[src/rtl/ifetch_pkg.sv]
`default_nettype none
// ============================================================================
// Module   : ifetch_pkg
// Purpose  : Shared types and constants for the RV32I instruction fetch stage.
// Revision : 1.0 - initial release
// ============================================================================
package ifetch_pkg;

    localparam int DATA_W = 32;
    localparam logic [1:0] INSTR_ALIGN_MASK = 2'b11;

    typedef enum logic [1:0] {
        IDLE  = 2'd0,
        WAIT  = 2'd1,
        DRAIN = 2'd2
    } fetch_state_t;

    typedef struct packed {
        logic [DATA_W-1:0] addr;
        logic [DATA_W-1:0] instr;
    } fetch_entry_t;

endpackage
`default_nettype wire

[src/rtl/ifetch_queue.sv]
`default_nettype none
// ============================================================================
// Module   : ifetch_queue
// Purpose  : Registered synchronous FIFO holding fetched {addr, instr} entries.
// Revision : 1.0 - initial release
// ============================================================================
module ifetch_queue #(
    parameter int WIDTH = 64,
    parameter int DEPTH = 2
) (
    input  logic                     clk,
    input  logic                     rst,
    input  logic                     i_push,
    input  logic                     i_pop,
    input  logic                     i_clear,
    input  logic [WIDTH-1:0]         i_wdata,
    output logic [WIDTH-1:0]         o_rdata,
    output logic                     o_full,
    output logic                     o_empty,
    output logic [$clog2(DEPTH):0]   o_count
);

    localparam int AW = $clog2(DEPTH);
    localparam logic [AW:0] c_full_count = (AW + 1)'(DEPTH);

    logic [WIDTH-1:0] r_mem [DEPTH];
    logic [AW-1:0]    r_wr_ptr;
    logic [AW-1:0]    r_rd_ptr;
    logic [AW:0]      r_count;
    logic             w_do_push;
    logic             w_do_pop;

    assign o_full    = (r_count == c_full_count);
    assign o_empty   = (r_count == '0);
    assign o_count   = r_count;
    assign o_rdata   = r_mem[r_rd_ptr];
    // A push into a full queue is legal only when the head leaves in the same cycle
    assign w_do_push = i_push && (!o_full || i_pop);
    assign w_do_pop  = i_pop && !o_empty;

    always_ff @(posedge clk) begin
        if (w_do_push && !i_clear && !rst) begin
            r_mem[r_wr_ptr] <= i_wdata;
        end
    end

    always_ff @(posedge clk) begin
        if (rst || i_clear) begin
            r_wr_ptr <= '0;
            r_rd_ptr <= '0;
            r_count  <= '0;
        end else begin
            if (w_do_push) begin
                r_wr_ptr <= r_wr_ptr + 1'b1;
            end
            if (w_do_pop) begin
                r_rd_ptr <= r_rd_ptr + 1'b1;
            end
            case ({w_do_push, w_do_pop})
                2'b10:   r_count <= r_count + 1'b1;
                2'b01:   r_count <= r_count - 1'b1;
                default: r_count <= r_count;
            endcase
        end
    end

endmodule
`default_nettype wire

[src/rtl/ifetch_r32i.sv]
`default_nettype none
// ============================================================================
// Module   : ifetch_r32i
// Purpose  : RV32I fetch stage: req/gnt memory reads, tagged instruction queue.
// Revision : 1.0 - initial release
// ============================================================================
module ifetch_r32i
    import ifetch_pkg::*;
#(
    parameter int dataW = DATA_W,
    parameter int DEPTH = 2
) (
    input  logic             clock,
    input  logic             reset,
    input  logic [dataW-1:0] ProgAddr,
    output logic             PCAdvance,
    input  logic             Flush,
    output logic             IMemReq,
    output logic [dataW-1:0] IMemAddr,
    input  logic             IMemGnt,
    input  logic             IMemRValid,
    input  logic [dataW-1:0] IMemRData,
    output logic             InstrValid,
    input  logic             InstrReady,
    output logic [dataW-1:0] Instr,
    output logic [dataW-1:0] InstrAddr,
    output logic             Misaligned
);

    localparam int CW = $clog2(DEPTH) + 1;
    localparam logic [CW-1:0] c_depth = CW'(DEPTH);

    fetch_state_t     r_state;
    fetch_state_t     w_next_state;
    logic [dataW-1:0] r_inflight_addr;
    logic             r_misaligned;
    logic             r_run;
    logic [CW-1:0]    w_count;
    logic [CW-1:0]    w_occupancy;
    logic             w_full;
    logic             w_empty;
    logic             w_space;
    logic             w_aligned;
    logic             w_push;
    logic             w_pop;
    fetch_entry_t     w_push_entry;
    fetch_entry_t     w_head;

    // Occupancy counts the outstanding fetch so a returning word always has a slot
    assign w_occupancy = w_count + CW'(r_state == WAIT);
    assign w_space     = !w_full && (w_occupancy < c_depth);
    assign w_aligned   = ((ProgAddr[1:0] & INSTR_ALIGN_MASK) == 2'b00);

    assign w_push = (r_state == WAIT) && IMemRValid && !Flush;
    assign w_pop  = InstrValid && InstrReady && !Flush;

    assign w_push_entry.addr  = r_inflight_addr;
    assign w_push_entry.instr = IMemRData;

    assign IMemAddr   = ProgAddr;
    assign InstrValid = !w_empty;
    assign Instr      = w_head.instr;
    assign InstrAddr  = w_head.addr;
    assign Misaligned = r_misaligned;

    always_comb begin
        w_next_state = r_state;
        IMemReq      = 1'b0;
        PCAdvance    = 1'b0;
        case (r_state)
            IDLE: begin
                // r_run keeps the request low for the first cycle after reset
                IMemReq = r_run && w_space && !Flush && !r_misaligned && w_aligned;
                if (IMemReq && IMemGnt) begin
                    PCAdvance    = 1'b1;
                    w_next_state = WAIT;
                end
            end
            WAIT: begin
                if (IMemRValid) begin
                    w_next_state = IDLE;
                end else if (Flush) begin
                    w_next_state = DRAIN;
                end
            end
            DRAIN: begin
                if (IMemRValid) begin
                    w_next_state = IDLE;
                end
            end
            default: w_next_state = IDLE;
        endcase
    end

    always_ff @(posedge clock) begin
        if (reset) begin
            r_state         <= IDLE;
            r_inflight_addr <= '0;
            r_misaligned    <= 1'b0;
            r_run           <= 1'b0;
        end else begin
            r_state <= w_next_state;
            r_run   <= 1'b1;
            if (PCAdvance) begin
                r_inflight_addr <= ProgAddr;
            end
            if (Flush) begin
                r_misaligned <= 1'b0;
            end else if ((r_state == IDLE) && r_run && w_space && !w_aligned) begin
                r_misaligned <= 1'b1;
            end
        end
    end

    ifetch_queue #(
        .WIDTH ($bits(fetch_entry_t)),
        .DEPTH (DEPTH)
    ) u_queue (
        .clk     (clock),
        .rst     (reset),
        .i_push  (w_push),
        .i_pop   (w_pop),
        .i_clear (Flush),
        .i_wdata (w_push_entry),
        .o_rdata (w_head),
        .o_full  (w_full),
        .o_empty (w_empty),
        .o_count (w_count)
    );

endmodule
`default_nettype wire

[config.mk]
export PLATFORM = sky130hd
export DESIGN_NAME = ifetch_r32i
export DESIGN_NICKNAME = d
export VERILOG_FILES = /design/src/rtl/ifetch_pkg.sv /design/src/rtl/ifetch_queue.sv /design/src/rtl/ifetch_r32i.sv
export SDC_FILE = /design/constraint.sdc
export NUM_CORES = 1
export LEC_CHECK = 0
export CELL_PAD_IN_SITES_DETAIL_PLACEMENT = 1
export CELL_PAD_IN_SITES_GLOBAL_PLACEMENT = 1
export CORE_MARGIN = 8
export CORE_UTILIZATION = 36
export DETAILED_ROUTE_END_ITERATION = 8
export GPL_TIMING_DRIVEN = 0
export MAX_ROUTING_LAYER = met4
export PLACE_DENSITY_LB_ADDON = 0.05
export SLEW_MARGIN = 20
export SYNTH_ARGS = -nofsm -noshare
export SYNTH_HDL_FRONTEND = slang
export SYNTH_SLANG_ARGS = --single-unit
export TNS_END_PERCENT = 10
[constraint.sdc]
create_clock -name clock -period 8.64 [get_ports clock]
set_clock_uncertainty 0.15 [all_clocks]
set_input_delay 2.16 -clock clock [delete_from_list [all_inputs] [get_ports clock]]
set_output_delay 2.16 -clock clock [all_outputs]
set_load 0.05 [all_outputs]
==> results.md <==
- Cells after Synth: between 400 and 500
- First-pass GRT wire length: about 27000 µm
- Post-layout nets: between 600 and 700
- Vias in the first global route: ~4800
- Yosys reg bits: ~170
- Die Y: roughly 150 µm
- Fillers: between 1500 and 2000
- Slew margin rel.: 0.507
- Hold-fix buffers, CTS: 0
- Peak VDD IR: 0.132 mV
- Worst slew pin tran: approximately 740 ps
- Slowest CP cell: clkdlybuf4s50_1
- Final HPWL DP: roughly 12000 µm
- Unique cell type count in the Yosys netlist: 35
- Row cnt: 50
- Avg Synthesized Cell Area: between 15 and 20 µm²
- DIE AREA: around 23000 µm²
- Routability cong.: slightly above 0.7
- Total power: roughly 1.7 mW
- WHS Path Cells: 0
- Mean routed wirelength per cell: approximately 20 µm
- Buffers on Ports: 168
- Area growth from synthesis to layout: 40.3%
- Worst Path Max Fanout: 10
- Worst min-delay path class: reg2reg
- DR DRC count: 0
- Startpoint Class: primary input
- Worst reg2reg startpoint: r_state[0]
- Worst endpoint required time: between 6000 and 7000 ps
- Initial DRC Count: 121
- DP Cell Count: 832
- Cell count of the worst reg-to-reg path: 8
- Pwr per Cell Area: between 150 and 200 nW/µm²
- Most used cell, CP: clkdlybuf4s50_1
- Crit path DAT: 4550 ps
- YS warnings: 0
- CP startpoint: ProgAddr[0]
- Routed wire length: approximately 17000 µm
- Seq/Total Area, Yosys: 0.699
- Util after Layout: 0.508
- Post-DRT Antenna Nets: 0
- Cell Area, Synth: approximately 6700 µm²
- Reg2reg end: u_queue.r_mem[1][14]
- Worst-path cell chain: clkdlybuf4s50_1, nor4_2, clkbuf_1, and2_1, clkdlybuf4s50_1
- Gr ovfl total: 0
- Clock slew at reported path FFs: ~60 ps
- Setup crit end kind: output port
- Max stage delay on crit path: between 800 and 900 ps
- Post-CTS sizing: 0
- Core box area: 18500 µm²
- Hold endpoint: u_queue.r_mem[0][46]
- Tcrit/Tclk final: 0.794
- Run status: complete, no violations
- CTS Buffer Depth: 2
- Fraction of layout instances using a drive strength above 1: 0.256
- Ant diodes: 0
- Vias per cell: just under 5
- H-Tree Depth: 4
- DR pass1 iterations: 4
- Min Tclk post-route: approximately 6900 ps
- Boundary Pins: 170
- Max-Cap Viols: 0
- Root Buffer: clkbuf_16
- Static Leak: between 3 and 4 nW
- Syn nets: 490
- Count of final setup violators: 0
- Final Hold Viols: 0
- TritonCTS Buffers: 17
- Die width: 152 µm
- Crit path kind: in2out
- Largest net degree at the start of global routing: 19
- Placed Area: just under 9000 µm²
- Setup TNS: 0 ps
- Worst R2R Setup Slack: ~5700 ps
- Gr usage total: 0.153
- Post-route insts no fill: ~860
- Cell area after layout: 9370 µm²
- Initial Util: 0.362
- Unrepaired setup endpoints after global routing: no
- CTS tree: built
- DR vias: between 4000 and 5000
- Initial antenna violation count: 0
- Worst-Skew Late Latency: 410 ps
- Slew Viols, Final: 0
- Clock sink count: about 170
- Maximum clock frequency: 146 MHz
- Post-CTS Setup Inserts: 0
- Hold path start: r_inflight_addr[14]
[layout by cell type (no fill, tap or decap), drive strengths merged, types with 6 or more instances in the layout]
| cell | netlist | routed |
|---|---|---|
| a311oi | 30 | 30 |
| clkdlybuf4s50 | 0 | 168 |
| buf | 48 | 59 |
| a31o | 30 | 30 |
| dfxtp | 41 | 41 |
| clkbuf | 12 | 30 |
| inv | 32 | 36 |
| mux2 | 64 | 64 |
| edfxtp | 128 | 128 |
| clkinv | 0 | 6 |
[critical path: cells and delay by family]
family	cells	cell delay, ps
AND/OR/NAND/NOR	2	680
buffers and inverters	3	1710
[through the flow]
step	hold slack [ps]	worst slack, ps
after CTS	305	1710
after global placement	276	-3220
after floorplan	268	424
after global routing	320	1580
after detailed placement	292	1730
final	304	1780
[sequential cells by signal, summed over array words and instances (netlist names), named ones only]
signal            flops
r_run                 1
Misaligned            1
r_inflight_addr      32
u_queue.r_wr_ptr      1
u_queue.r_rd_ptr      1
r_state               2
u_queue.o_count       2
u_queue.r_mem       128
[layer usage]
metal,up-vias,routed length [µm],GRT usage,share of wire
li1,1966,-,-,-
met1,2062,6940,0.170,0.41
met2,118,8850,0.268,0.52
met3,20,857,0.0372,0.051
met4,0,214,0.0485,0.013
met5,-,0,-,0
[power by group]
group,internal [mW],switching [mW]
clock network,0.398,0.309
logic,0.0558,0.0646
registers,0.870,0.00162
total,1.32,0.375
[cells in the mapped netlist]
cell	n	area share
buf_1	1	0.00056
o21a_1	2	0.0022
and3_1	1	0.00094
a211oi_1	1	0.0011
and2_1	1	0.00094
mux2_2	64	0.11
nor2_1	3	0.0017
o221a_2	1	0.0017
a311oi_1	30	0.039
o21ai_0	2	0.0015
nor4_2	1	0.0019
a31o_1	27	0.035
o311ai_2	1	0.0024
a21boi_0	1	0.0011
nand2b_1	1	0.00094
nor3_1	3	0.0022
or2_2	1	0.00094
xor2_1	2	0.0026
edfxtp_1	128	0.58
buf_6	3	0.0051
nand2_1	1	0.00056
nor3b_1	4	0.0045
a31o_2	3	0.0039
clkbuf_1	12	0.0067
dfxtp_1	41	0.12
nor2b_1	1	0.00094
buf_4	32	0.036
buf_2	12	0.0090
nor4b_4	1	0.0036
mux2i_1	1	0.0015
xnor2_1	1	0.0013
ha_1	1	0.0019
nand3b_1	1	0.0011
or3_1	2	0.0019
inv_1	32	0.018
[how the worst max path moves through the flow]
stage                                to  cells past startpoint
floorplan           u_queue.r_mem[1][0]                      4
global placement    u_queue.r_mem[1][4]                      3
detailed placement              IMemReq                      5
CTS                             IMemReq                      5
global route                    IMemReq                      5
finish                          IMemReq                      5
[area by class of cell]
class	instances	area (µm²)	share of cell area
clock buffers	18	429	0.0458
inverters	32	120	0.0128
plain buffers	60	383	0.0409
clock inverters	13	120	0.0128
well taps	234	293	0.0312
repair buffers	179	1840	0.196
flip-flops and latches	169	4660	0.498
multi-input cells	158	1520	0.162
[logic make-up after synthesis]
group,after synthesis,synth area share
compound gates,68,0.0888
xor+xnor,3,0.00394
fa+ha+maj,1,0.00187
buf+inv,92,0.0753
flops,169,0.699
mux,65,0.109
simple gates,21,0.0221
No activity file was read; power rests on OpenSTA's default activity.
